==> config.mk <==
export PLATFORM = sky130hd
export DESIGN_NAME = uno_seq
export DESIGN_NICKNAME = d
export VERILOG_FILES = /design/src/rtl/uno_pkg.sv /design/src/rtl/uno_coeff_rom.sv /design/src/rtl/uno_seq.sv
export SDC_FILE = /design/constraint.sdc
export NUM_CORES = 1
export LEC_CHECK = 0
export CORE_MARGIN = 4
export CORE_UTILIZATION = 55
export CTS_CLUSTER_DIAMETER = 150
export CTS_CLUSTER_SIZE = 10
export DETAILED_ROUTE_END_ITERATION = 16
export GPL_ROUTABILITY_DRIVEN = 0
export MAX_ROUTING_LAYER = met4
export PLACE_DENSITY_LB_ADDON = 0.1
export SYNTH_ARGS = -nofsm -noshare
export SYNTH_HDL_FRONTEND = slang
export SYNTH_HIERARCHICAL = 1
export SYNTH_SLANG_ARGS = --single-unit
export TNS_END_PERCENT = 100
==> constraint.sdc <==
create_clock -name clk -period 4.98 [get_ports clk]
set_input_delay 0.996 -clock clk [delete_from_list [all_inputs] [get_ports clk]]
set_output_delay 0.996 -clock clk [all_outputs]
set_load 0.05 [all_outputs]
==> src/rtl/uno_pkg.sv <==
// Shared encodings and coefficient tables for the uno sequencer.
// Latency: n/a (constants and types only).
// Backpressure: n/a.
package uno_pkg;

   // Default datapath width: Q4.8 fixed point.
   localparam int MAC_BW_DEF = 12;

   // Number of coefficients held per polynomial op.
   localparam int COEF_ORDER = 3;

   typedef enum logic [1:0] {
      OP_MAC = 2'b00,
      OP_DIV = 2'b01,
      OP_EXP = 2'b10,
      OP_LOG = 2'b11
   } op_e;

   typedef enum logic [1:0] {
      ST_IDLE = 2'd0,
      ST_RUN  = 2'd1,
      ST_DONE = 2'd2
   } state_e;

   typedef logic [MAC_BW_DEF-1:0] coef_t;

   // Tables are stored lowest degree at index 0 (rightmost element).
   // 1/x around 0.75: 1.332, 1.777, 2.371
   localparam logic [COEF_ORDER-1:0][MAC_BW_DEF-1:0] DIV_COEF = {12'h25F, 12'h1C7, 12'h155};
   // e^x Taylor: 1, 1, 0.5
   localparam logic [COEF_ORDER-1:0][MAC_BW_DEF-1:0] EXP_COEF = {12'h080, 12'h100, 12'h100};
   // ln(1+x) Taylor: 0, 1, -0.5
   localparam logic [COEF_ORDER-1:0][MAC_BW_DEF-1:0] LOG_COEF = {12'hF80, 12'h100, 12'h000};

endpackage

==> src/rtl/uno_coeff_rom.sv <==
// Coefficient lookup: op and polynomial degree index to Q4.8 coefficient.
// Latency: purely combinational.
// Backpressure: none; output follows inputs.
module uno_coeff_rom
   import uno_pkg::*;
#(
   parameter int MAC_BW = MAC_BW_DEF,
   parameter int IDX_W  = 8
) (
   input  logic [1:0]        op,
   input  logic [IDX_W-1:0]  idx,
   output logic [MAC_BW-1:0] coeff
);

   coef_t raw;

   // Select the table row for the op; MAC and out-of-range degrees read as 0.
   always_comb begin
      raw = '0;
      for (int i = 0; i < COEF_ORDER; i++) begin
         if (32'(idx) == i) begin
            case (op_e'(op))
               OP_DIV:  raw = DIV_COEF[i];
               OP_EXP:  raw = EXP_COEF[i];
               OP_LOG:  raw = LOG_COEF[i];
               default: raw = '0;
            endcase
         end
      end
   end

   assign coeff = MAC_BW'(raw);

endmodule

==> src/rtl/uno_seq.sv <==
// Sequencer that turns one uno operation request into its per-cycle control stream.
// Latency: request accepted at T, steps T+1..T+N, done at T+N+1, ready again at T+N+2.
// Backpressure: req_ready is high only in IDLE; requests in any other state are held off.
module uno_seq
   import uno_pkg::*;
#(
   parameter int MAC_BW = MAC_BW_DEF,
   parameter int ORDER  = 3,
   parameter int LEN_W  = 8
) (
   input  logic              clk,
   input  logic              rst_n,
   input  logic              req_valid,
   output logic              req_ready,
   input  logic [1:0]        req_op,
   input  logic [LEN_W-1:0]  req_len,
   output logic [1:0]        uo_op,
   output logic [MAC_BW-1:0] uo_coeff,
   output logic              uo_first_cycle,
   output logic              uo_last_cycle,
   output logic              uo_acc_en,
   output logic              busy,
   output logic              done
);

   // Counter must hold both a MAC length and the polynomial step index.
   localparam int ORD_W = $clog2(ORDER + 1);
   localparam int CNT_W = (LEN_W > ORD_W) ? LEN_W : ORD_W;

   state_e           state;
   state_e           state_nxt;
   logic [1:0]       op_q;
   logic [CNT_W-1:0] cnt;
   logic [CNT_W-1:0] n_q;
   logic [CNT_W-1:0] n_req;
   logic [CNT_W-1:0] rom_idx;
   logic [MAC_BW-1:0] rom_coeff;
   logic             accept;
   logic             in_run;
   logic             step_last;
   logic             in_poly;

   assign req_ready = (state == ST_IDLE);
   assign accept    = req_valid && req_ready;
   assign in_run    = (state == ST_RUN);
   assign step_last = (cnt == n_q);

   // Last step index for the incoming request; a zero-length MAC still runs one step.
   always_comb begin
      n_req = CNT_W'(ORDER);
      if (req_op == OP_MAC) begin
         n_req = (req_len == '0) ? '0 : CNT_W'(req_len - LEN_W'(1));
      end
   end

   // FSM state register.
   always_ff @(posedge clk or negedge rst_n) begin
      if (!rst_n) begin
         state <= ST_IDLE;
      end else begin
         state <= state_nxt;
      end
   end

   // FSM next state: IDLE -> RUN on accept, RUN -> DONE on last step, DONE lasts one cycle.
   always_comb begin
      state_nxt = state;
      case (state)
         ST_IDLE: if (accept) state_nxt = ST_RUN;
         ST_RUN:  if (step_last) state_nxt = ST_DONE;
         ST_DONE: state_nxt = ST_IDLE;
         default: state_nxt = ST_IDLE;
      endcase
   end

   // Latch the request and advance the step counter while running.
   always_ff @(posedge clk or negedge rst_n) begin
      if (!rst_n) begin
         op_q <= '0;
         cnt  <= '0;
         n_q  <= '0;
      end else if (accept) begin
         op_q <= req_op;
         cnt  <= '0;
         n_q  <= n_req;
      end else if (in_run && !step_last) begin
         cnt <= cnt + CNT_W'(1);
      end
   end

   // Horner order walks the table from the highest degree down.
   assign in_poly = (op_q != OP_MAC) && (32'(cnt) < ORDER);
   assign rom_idx = CNT_W'(ORDER - 1) - cnt;

   uno_coeff_rom #(
      .MAC_BW (MAC_BW),
      .IDX_W  (CNT_W)
   ) u_rom (
      .op    (op_q),
      .idx   (rom_idx),
      .coeff (rom_coeff)
   );

   // Output decode from registered state only; control strobes are quiet outside RUN.
   always_comb begin
      uo_op          = op_q;
      uo_coeff       = '0;
      uo_first_cycle = 1'b0;
      uo_last_cycle  = 1'b0;
      uo_acc_en      = 1'b0;
      busy           = (state != ST_IDLE);
      done           = (state == ST_DONE);
      if (in_run) begin
         uo_first_cycle = (cnt == '0);
         uo_last_cycle  = step_last;
         uo_acc_en      = (op_q == OP_MAC) && (cnt != '0);
         if (in_poly) begin
            uo_coeff = rom_coeff;
         end
      end
   end

endmodule
==> flow_metrics.env, run 1 <==
export IMPL_outcome="completed"
export IMPL_cts_htree_levels=1
export IMPL_timing_hold_ws_ns=0.510
export IMPL_hold_path_class="flip-flop to flip-flop"
export IMPL_synth_cell_types=40
export IMPL_clock_skew_final_ns=0.00447
export IMPL_cts_tree="built"
export IMPL_cts_hold_buf=0
export IMPL_cts_inserted_buffers=3
export IMPL_detailedPlace_worstSlack_ns=1.13
export IMPL_detailedRoute_firstIterationViolations=61
export IMPL_power_density_nw_per_um2=165
export IMPL_vdd_ir_drop_max_mv=0.195
export IMPL_tightest_slew_ns=1.06
export IMPL_placement_rows=19
export IMPL_antenna_found_initial=0
export IMPL_grt_max_degree=23
export IMPL_drv_cap=0
export IMPL_grt_pass1_wl_mm=5.79
export IMPL_class_of_the_most_critical_setup_path="flip-flop to output port"
export IMPL_timing_max_transition_violations_final=0
export IMPL_setup_repair_after_global_routing_missed_its_margin="no"
export IMPL_timing_setup_tns_ns=0
export IMPL_worst_r2r_setup_slack_ns=2.56
export IMPL_synth_edf_count=0
export IMPL_synth_seq_area_share=0.307
export IMPL_synthDominantCellAreaShare=0.307
export IMPL_worstHoldStart="n_q[0]"
export IMPL_cts_repair_resize_count=0
export IMPL_first_global_vias=1303
export IMPL_netlist_top_cell_by_area="sky130_fd_sc_hd__dfrtp_1"
export IMPL_globalRouteOverflowTotal=0
export IMPL_detail_route_first_pass_iterations=4
export IMPL_syn_nets=214
export IMPL_maximum_count_of_clock_buffers_along_a_single_path=2
export IMPL_postRouteAntennaNets=0
export IMPL_vias_per_cell=5.60
export IMPL_final_period_minus_worst_setup_slack_ns=4.22
export IMPL_wl_mm=3.29
export IMPL_clk_transition_reported_paths_ns=0.11
export IMPL_r2r_worst_path_cells=5
export IMPL_worst_slack_ns=0.765
export IMPL_maxSlewHeadroom=0.284
export IMPL_synth_cells=192
export IMPL_cp_end_kind="output port"
export IMPL_average_detailed_routed_wire_length_per_instance_um=13.6
export IMPL_cp_arrival_ns=3.22
export IMPL_top_count_cell_post_synth="sky130_fd_sc_hd__dfrtp_1"
export IMPL_fin_total_pwr_uw=317
export IMPL_synth_top_cells_by_count="20 x sky130_fd_sc_hd__dfrtp_1, 19 x sky130_fd_sc_hd__nand2_1, 17 x sky130_fd_sc_hd__xnor2_1"
export IMPL_design_final_nets=234
export IMPL_grtUsageTotal=0.185
export IMPL_post_cts_repair_setup_buffers=0
export IMPL_ffs_w_async_s_r_synth=1.00
export IMPL_core_region_area_um2=2810
export IMPL_num_vias=1356
export IMPL_crit_fanout=10
export IMPL_report_final_hold_viol_count=0
export IMPL_power_static_leakage_uw=0.000763
export IMPL_worst_endpoint_required_ns=3.98
export IMPL_ioPinCount=33
export IMPL_port_buffers=31
export IMPL_final_layout_size_suffix_gt1_frac=0.0569
export IMPL_area_growth_synth_to_final_pct=17.8
export IMPL_starting_density_of_the_core=0.582
export IMPL_timing_rr_start="cnt[0]"
export IMPL_synthFlopType="sky130_fd_sc_hd__dfrtp_1"
export IMPL_setup_violations=0
export IMPL_yosysWarnings=6
export IMPL_clock_insertion_delay_worst_skew_ns=0.30
export IMPL_synth_area_leaders="sky130_fd_sc_hd__dfrtp_1 31%, sky130_fd_sc_hd__xnor2_1 9.1%, sky130_fd_sc_hd__ha_1 6.9%"
export IMPL_dieHeight_um=62.5
export IMPL_critical_path_startpoint_type="flip-flop"
export IMPL_clock_tree_root_cell="sky130_fd_sc_hd__clkbuf_4"
export IMPL_hold_path_end="n_q[0]"
export IMPL_die_width_um=62.5
export IMPL_insertedDiodeCount=0
export IMPL_hpwl_mm=2.64
export IMPL_mean_post_synth_cell_area_um2=8.50
export IMPL_ys_seq_elements=20
export IMPL_floorplan_die_area_um2=3900
export IMPL_r2r_end="cnt[7]"
export IMPL_timing_hold_worst_path_depth=2
export IMPL_post_route_drc_count=0
export IMPL_fin_crit_sh=0.846
export IMPL_clock_sinks=20
export IMPL_peak_freq_mhz=237
export IMPL_synthesis_area_um2=1630
metal layers:
layer	global-route usage	part of all wire	up-vias	routed length, um
li1	-	-	683	-
met1	0.233	0.47	631	1530
met3	0.0450	0.048	6	157
met2	0.301	0.47	36	1550
met5	-	0	-	0
met4	0.0386	0.014	0	46
how the worst max path moves through the flow:
stage / from / slack, ns / to
floorplan: cnt[0] / 0.77 / uo_acc_en
global placement: cnt[2] / 1.20 / uo_coeff[9]
detailed placement: cnt[3] / 1.13 / uo_coeff[9]
CTS: cnt[3] / 0.78 / uo_coeff[9]
global route: cnt[0] / 0.55 / uo_coeff[4]
finish: cnt[3] / 0.76 / uo_coeff[4]
state kept, by name, indices dropped and copies added, names as in the netlist:
name,flops
cnt,8
n_q,8
state,2
uo_op,2
area by class of cell:
class                      count  area [um2]
sequential                    20         500
fill                         241         883
timing repair buffer          31         310
clock buffer                   3        22.5
multi-input combinational    147         986
inverter                       9        33.8
tap                           31        38.8
clock inverter                 1        30.0
logic make-up after synthesis:
kind of cell	after synthesis	synth area share
buf+inv	25	0.0890
compound gates	23	0.0936
fa+ha+maj	9	0.0690
simple gates	85	0.276
mux	8	0.0506
other cells	1	0.00230
xor+xnor	21	0.113
flops	20	0.307
per-stage QoR:
| step | cells | utilization | area, um2 |
|---|---|---|---|
| floorplan | 192 | - | 1630 |
| global placement | 238 | 0.666 | 1870 |
| detailed placement | 238 | 0.666 | 1870 |
| CTS | 242 | 0.685 | 1920 |
| global route | 242 | 0.685 | 1920 |
| finish | 242 | 0.685 | 1920 |
power breakdown:
group	switching (uW)	internal [uW]
Combinational	10.4	12.3
Sequential	0	162
Clock	50.7	81.3
Total	61.1	256
layout by cell type (no fill, tap or decap):
cell type and n:
sky130_fd_sc_hd__clkdlybuf4s50_1 31, sky130_fd_sc_hd__dfrtp_1 20, sky130_fd_sc_hd__nand2_1 19, sky130_fd_sc_hd__xnor2_1 17
sky130_fd_sc_hd__nor2_1 16, sky130_fd_sc_hd__and2_1 12, sky130_fd_sc_hd__o21ai_0 11, sky130_fd_sc_hd__nor3_1 10
sky130_fd_sc_hd__inv_1 9, sky130_fd_sc_hd__ha_1 9, sky130_fd_sc_hd__and3_1 6, sky130_fd_sc_hd__mux2i_1 6
sky130_fd_sc_hd__nand3_1 5, sky130_fd_sc_hd__xor2_1 4, sky130_fd_sc_hd__nand4_1 3, sky130_fd_sc_hd__clkbuf_4 3
sky130_fd_sc_hd__a21oi_1 2, sky130_fd_sc_hd__nor3b_1 2, sky130_fd_sc_hd__nor2b_1 2, sky130_fd_sc_hd__nand2b_1 2
sky130_fd_sc_hd__mux2_2 2, sky130_fd_sc_hd__nor4_1 2, sky130_fd_sc_hd__o211ai_1 2, sky130_fd_sc_hd__o31ai_1 2
sky130_fd_sc_hd__or4_4 1, sky130_fd_sc_hd__nor3_2 1, sky130_fd_sc_hd__o2111a_2 1, sky130_fd_sc_hd__a211oi_1 1
sky130_fd_sc_hd__a2111oi_0 1, sky130_fd_sc_hd__or4_1 1, sky130_fd_sc_hd__nor4b_1 1, sky130_fd_sc_hd__bufinv_16 1
sky130_fd_sc_hd__nand2b_4 1, sky130_fd_sc_hd__a211o_2 1, sky130_fd_sc_hd__and2b_2 1, sky130_fd_sc_hd__o32a_1 1
sky130_fd_sc_hd__a2bb2oi_1 1, sky130_fd_sc_hd__conb_1 1
worst max-delay path, stage by stage, from the launching register on:
cell                              delay (ns)
sky130_fd_sc_hd__dfrtp_1                0.51
sky130_fd_sc_hd__or4_4                  0.58
sky130_fd_sc_hd__a211oi_1               0.24
sky130_fd_sc_hd__xnor2_1                0.09
sky130_fd_sc_hd__nor2_1                 0.13
sky130_fd_sc_hd__nand3_1                0.20
sky130_fd_sc_hd__nor3_1                 0.23
sky130_fd_sc_hd__and2_1                 0.14
sky130_fd_sc_hd__clkdlybuf4s50_1        0.79
Note: power is estimated with default switching activity, not from simulation.
==> run 2: changes to the inputs <==
--- a/config.mk
+++ b/config.mk
@@ -6,7 +6,7 @@
 export NUM_CORES = 1
 export LEC_CHECK = 0
 export CORE_MARGIN = 4
-export CORE_UTILIZATION = 55
+export CORE_UTILIZATION = 51
 export CTS_CLUSTER_DIAMETER = 150
 export CTS_CLUSTER_SIZE = 10
 export DETAILED_ROUTE_END_ITERATION = 16
==> constraint.sdc (replaced) <==
create_clock -name clk -period 4.05 [get_ports clk]
set_input_delay 0.81 -clock clk [delete_from_list [all_inputs] [get_ports clk]]
set_output_delay 0.81 -clock clk [all_outputs]
set_load 0.05 [all_outputs]
==> run 2 against run 1 <==
Register-to-register slack got worse by 0.96 ns; highest routed layer unchanged; largest cell class unchanged; clock-buffer cell count stayed put; first-iteration DRC count up 39%; critical path type unchanged; combinational power increased by 23%; via count down 3.2%; core utilization decreased by 4.2 points; design area rose by 2.1%.
==> flow_metrics.env, run 2 (same netlist as run 1, synthesis figures left out) <==
export IMPL_grt_max_degree=23
export IMPL_final_layout_size_suffix_gt1_frac=0.0569
export IMPL_n_fill_cell=280
export IMPL_core_region_area_um2=3050
export IMPL_average_detailed_routed_wire_length_per_instance_um=13.1
export IMPL_drv_cap=0
export IMPL_cts_htree_levels=1
export IMPL_worst_endpoint_required_ns=3.24
export IMPL_first_global_vias=1356
export IMPL_vdd_ir_drop_max_mv=0.178
export IMPL_multi_input_comb_area_um2=986
export IMPL_layout_common_cells="20 x sky130_fd_sc_hd__dfrtp_1, 20 x sky130_fd_sc_hd__clkdlybuf4s50_1, 19 x sky130_fd_sc_hd__nand2_1"
export IMPL_tightest_slew_ns=1.15
export IMPL_setup_repair_after_global_routing_missed_its_margin="no"
export IMPL_regArea_um2=500
export IMPL_cp_end_kind="output port"
export IMPL_postRouteAntennaNets=0
export IMPL_biggestRegsByFlops="cnt (8), n_q (8)"
export IMPL_post_cts_repair_setup_buffers=0
export IMPL_timing_setup_tns_ns=0
export IMPL_cp_arrival_ns=2.96
export IMPL_worst_slack_ns=0.280
export IMPL_globalRouteOverflowTotal=0
export IMPL_detailedPlace_worstSlack_ns=0.344
export IMPL_fin_crit_sh=0.931
export IMPL_final_period_minus_worst_setup_slack_ns=3.77
export IMPL_peak_freq_mhz=265
export IMPL_grt_pass1_wl_mm=5.81
export IMPL_clock_tree_root_cell="sky130_fd_sc_hd__clkbuf_4"
export IMPL_antenna_found_initial=0
export IMPL_power_static_leakage_uw=0.000955
export IMPL_power_density_nw_per_um2=200
export IMPL_cts_hold_buf=0
export IMPL_starting_density_of_the_core=0.534
export IMPL_clk_transition_reported_paths_ns=0.12
export IMPL_maximum_count_of_clock_buffers_along_a_single_path=2
export IMPL_report_final_hold_viol_count=0
export IMPL_post_route_drc_count=0
export IMPL_floorplan_die_area_um2=4170
export IMPL_dieHeight_um=64.6
export IMPL_insertedDiodeCount=0
export IMPL_clock_insertion_delay_worst_skew_ns=0.31
export IMPL_ioPinCount=33
export IMPL_detail_route_first_pass_iterations=4
export IMPL_area_growth_synth_to_final_pct=20.2
export IMPL_hpwl_mm=2.62
export IMPL_port_buffers=31
export IMPL_setup_violations=0
export IMPL_timing_max_transition_violations_final=0
export IMPL_class_of_the_most_critical_setup_path="flip-flop to output port"
export IMPL_design_final_nets=234
export IMPL_finalCoreUtilization=0.643
export IMPL_die_width_um=64.6
export IMPL_hold_path_class="flip-flop to flip-flop"
export IMPL_vias_per_cell=5.15
export IMPL_maxSlewHeadroom=0.225
export IMPL_cts_inserted_buffers=3
export IMPL_num_vias=1312
export IMPL_fin_total_pwr_uw=392
export IMPL_outcome="completed"
export IMPL_grtUsageTotal=0.178
export IMPL_detailedRoute_firstIterationViolations=85
export IMPL_clock_sinks=20
export IMPL_wl_mm=3.35
export IMPL_clock_skew_final_ns=0.00671
export IMPL_cts_tree="built"
export IMPL_placement_rows=20
export IMPL_crit_fanout=9
export IMPL_critical_path_startpoint_type="flip-flop"
run 2: cell types whose count changed in the layout (fill, tap and decap cells not counted):
cell	change
sky130_fd_sc_hd__clkdlybuf4s50_1	-11
sky130_fd_sc_hd__dlygate4sd2_1	+1
sky130_fd_sc_hd__dlymetal6s2s_1	+10
run 2: power breakdown:
part	internal [uW]	total, uW	switching (uW)
registers	200	200	0
logic	15.1	27.9	12.9
clock network	100	165	64.5
total	315	392	77.4
run 2: layout make-up:
type | instances | share of cell area
tap | 44 | 0.0281
clock buffer | 3 | 0.0115
sequential | 20 | 0.255
clock inverter | 1 | 0.0153
timing repair buffer | 31 | 0.170
multi-input combinational | 147 | 0.503
inverter | 9 | 0.0172
run 2: metrics by stage:
| stage | hold slack, ns | area [um2] | std cells |
|---|---|---|---|
| final | 0.518 | 1960 | 255 |
| after global routing | 0.569 | 1960 | 255 |
| after CTS | 0.526 | 1940 | 255 |
| after detailed placement | 0.499 | 1890 | 251 |
| after global placement | 0.488 | 1890 | 251 |
| after floorplan | 0.470 | 1630 | 192 |
run 2: path summary, 6_finish.rpt:
check                            start          end  slack (ns)  cells past startpoint
worst max-delay path            cnt[2]  uo_coeff[9]        0.28                      8
worst min-delay path            n_q[5]       n_q[5]        0.52                      2
worst max register to register  cnt[0]       cnt[7]        1.60                      5
worst min register to register  n_q[5]       n_q[5]        0.52                      2
max in group asynchronous        rst_n       n_q[7]        2.51                      1
min in group asynchronous        rst_n       cnt[2]        0.99                      1
run 2: what timing repair did:
action	in CTS	in global routing
pin swaps	0	0
endpoints found under the hold margin	0	0
resized for setup	1	10
cloned	0	0
setup endpoints to repair	1	10
run 2: layer usage:
| layer | global-route usage | vias up | part of all wire |
|---|---|---|---|
| met4 | 0.0501 | 0 | 0.013 |
| met1 | 0.226 | 591 | 0.47 |
| met2 | 0.285 | 30 | 0.48 |
| met5 | - | - | 0 |
| li1 | - | 684 | - |
| met3 | 0.0399 | 7 | 0.040 |
run 2: critical path, cell delays in order (launching register included):
cell	delay, ns
sky130_fd_sc_hd__dfrtp_1	0.51
sky130_fd_sc_hd__or4_4	0.60
sky130_fd_sc_hd__a211oi_1	0.24
sky130_fd_sc_hd__xnor2_1	0.10
sky130_fd_sc_hd__nor2_1	0.14
sky130_fd_sc_hd__nand3_1	0.19
sky130_fd_sc_hd__nor3_1	0.21
sky130_fd_sc_hd__and2_1	0.14
sky130_fd_sc_hd__dlygate4sd2_1	0.53
==> run 3: changes to the inputs <==
--- a/config.mk
+++ b/config.mk
@@ -13,6 +13,7 @@
 export GPL_ROUTABILITY_DRIVEN = 0
 export MAX_ROUTING_LAYER = met4
 export PLACE_DENSITY_LB_ADDON = 0.1
+export SKIP_CTS_REPAIR_TIMING = 1
 export SYNTH_ARGS = -nofsm -noshare
 export SYNTH_HDL_FRONTEND = slang
 export SYNTH_HIERARCHICAL = 1
==> run 3 against run 2 <==
Wire length down 0.12%; design area up 0.19%; die area unchanged; core utilization up 0.12 points; sequential power about the same; largest cell class unchanged; highest routed layer unchanged.
==> flow_metrics.env, run 3 (same netlist as run 1, synthesis figures left out) <==
export IMPL_combPwrFrac=0.071
export IMPL_timing_critical_path_max_delay_family="simple AND/OR/NAND/NOR gates"
export IMPL_layoutNonFillerInstCount=255
export IMPL_timing_hold_ws_ns=0.518
export IMPL_starting_density_of_the_core=0.534
export IMPL_worst_path_largest_cell_delay_ns=0.60
export IMPL_die_width_um=64.6
export IMPL_detailedRoute_firstIterationViolations=103
export IMPL_insertedDiodeCount=0
export IMPL_timing_rr_start="cnt[0]"
export IMPL_floorplan_die_area_um2=4170
export IMPL_cts_htree_levels=1
export IMPL_biggestRegsByFlops="cnt (8), n_q (8)"
export IMPL_cts_tree="built"
export IMPL_placement_rows=20
export IMPL_timing_critical_path_cells="or4_4 -> a211oi_1 -> xnor2_1 -> nor2_1 -> nand3_1 -> nor3_1 -> and2_1 -> dlymetal6s2s_1"
export IMPL_maximum_count_of_clock_buffers_along_a_single_path=2
export IMPL_vias_per_cell=5.14
export IMPL_timing_hold_worst_path_depth=2
export IMPL_drv_cap=0
export IMPL_layout_common_cells="20 x sky130_fd_sc_hd__dfrtp_1, 20 x sky130_fd_sc_hd__clkdlybuf4s50_1, 19 x sky130_fd_sc_hd__nand2_1"
export IMPL_tightest_slew_ns=1.15
export IMPL_crit_fanout=9
export IMPL_class_of_the_most_critical_setup_path="flip-flop to output port"
export IMPL_setup_violations=0
export IMPL_worstHoldStart="n_q[5]"
export IMPL_vdd_ir_drop_max_mv=0.179
export IMPL_clock_skew_final_ns=0.00661
export IMPL_fin_crit_sh=0.916
export IMPL_cts_inserted_buffers=3
export IMPL_peak_freq_mhz=269
export IMPL_ioPinCount=33
export IMPL_dieHeight_um=64.6
export IMPL_detailedPlace_worstSlack_ns=0.344
export IMPL_post_route_drc_count=0
export IMPL_clk_transition_reported_paths_ns=0.12
export IMPL_clock_insertion_delay_worst_skew_ns=0.31
export IMPL_grt_pass1_wl_mm=5.81
export IMPL_final_layout_size_suffix_gt1_frac=0.0569
export IMPL_r2r_worst_path_cells=5
export IMPL_num_vias=1311
export IMPL_clock_sinks=20
export IMPL_cp_end_kind="output port"
export IMPL_grt_max_degree=23
export IMPL_wl_mm=3.34
export IMPL_power_static_leakage_uw=0.000969
export IMPL_placedCellCount=251
export IMPL_detail_route_first_pass_iterations=4
export IMPL_timing_setup_tns_ns=0
export IMPL_critical_path_startpoint_type="flip-flop"
export IMPL_seq_power_share=0.509
export IMPL_timing_max_transition_violations_final=0
export IMPL_worst_slack_ns=0.339
export IMPL_p_sw_uw=77.4
export IMPL_globalRouteOverflowTotal=0
export IMPL_power_density_nw_per_um2=200
export IMPL_swShare=0.197
export IMPL_outcome="completed"
export IMPL_intPower_uw=315
export IMPL_port_buffers=31
export IMPL_worst_r2r_setup_slack_ns=1.60
export IMPL_worst_endpoint_required_ns=3.24
export IMPL_setup_repair_after_global_routing_missed_its_margin="no"
export IMPL_postPlaceCellArea_um2=1890
export IMPL_antenna_found_initial=0
export IMPL_final_area_um2=1970
export IMPL_report_final_hold_viol_count=0
export IMPL_first_global_vias=1356
export IMPL_power_clock_fraction=0.420
export IMPL_hpwl_mm=2.62
export IMPL_clock_tree_root_cell="sky130_fd_sc_hd__clkbuf_4"
export IMPL_worstPathBufferInverterCount=1
export IMPL_design_final_nets=234
export IMPL_r2r_end="cnt[7]"
export IMPL_setup_worst_path_start="cnt[2]"
export IMPL_crit_slowest_cell="sky130_fd_sc_hd__or4_4"
export IMPL_core_region_area_um2=3050
export IMPL_hold_path_class="flip-flop to flip-flop"
export IMPL_average_detailed_routed_wire_length_per_instance_um=13.1
export IMPL_grtUsageTotal=0.178
export IMPL_final_period_minus_worst_setup_slack_ns=3.71
export IMPL_maxSlewHeadroom=0.227
export IMPL_cp_arrival_ns=2.90
export IMPL_hold_path_end="n_q[5]"
export IMPL_area_growth_synth_to_final_pct=20.5
export IMPL_postRouteAntennaNets=0
## run 3: worst reg2reg max path, cell delays in order, from the launching register on
cell and delay (ns):
sky130_fd_sc_hd__dfrtp_1 0.70, sky130_fd_sc_hd__xnor2_1 0.18, sky130_fd_sc_hd__nand4_1 0.17, sky130_fd_sc_hd__o21ai_0 0.94, sky130_fd_sc_hd__nor3_1 0.19, sky130_fd_sc_hd__mux2i_1 0.17
## run 3: layout make-up
cell class | instances | area [um2]
clock buffer | 3 | 22.5
clock inverter | 1 | 30.0
fill | 280 | 1090
inverter | 9 | 33.8
multi-input combinational | 147 | 986
sequential | 20 | 500
tap | 44 | 55.1
timing repair buffer | 31 | 338
## run 3: per-layer routing
metal / GRT usage / up-vias / part of all wire / wire length (um)
met5: - / - / 0 / 0
met4: 0.0501 / 0 / 0.013 / 43
met3: 0.0399 / 7 / 0.037 / 125
met2: 0.285 / 29 / 0.47 / 1580
met1: 0.226 / 593 / 0.48 / 1590
li1: - / 682 / - / -
## run 3: metrics by stage
step | total power, uW | utilization
3_5_place_dp | 232 | 0.618
6_report | 392 | 0.644
3_3_place_gp | 231 | 0.618
4_1_cts | 396 | 0.635
5_1_grt | 410 | 0.644
2_1_floorplan | 212 | -
## run 3: worst max-delay path by stage
stage / end / slack [ns] / cells after the start
2_1_floorplan: uo_acc_en / 0.03 / 4
3_3_place_gp: uo_coeff[9] / 0.45 / 8
3_5_place_dp: uo_coeff[9] / 0.34 / 8
4_1_cts: uo_coeff[9] / -0.01 / 8
5_1_grt: uo_coeff[4] / 0.16 / 8
6_report: uo_coeff[4] / 0.34 / 8
## run 3: power groups by stage
stage                     Clock [uW]  Sequential [uW]  Combinational [uW]
after detailed placement           0              203                28.1
after CTS                        168              200                28.3
final                            165              200                27.9
after global routing             178              200                31.5
after floorplan                    0              204                8.77
after global placement             0              203                27.4
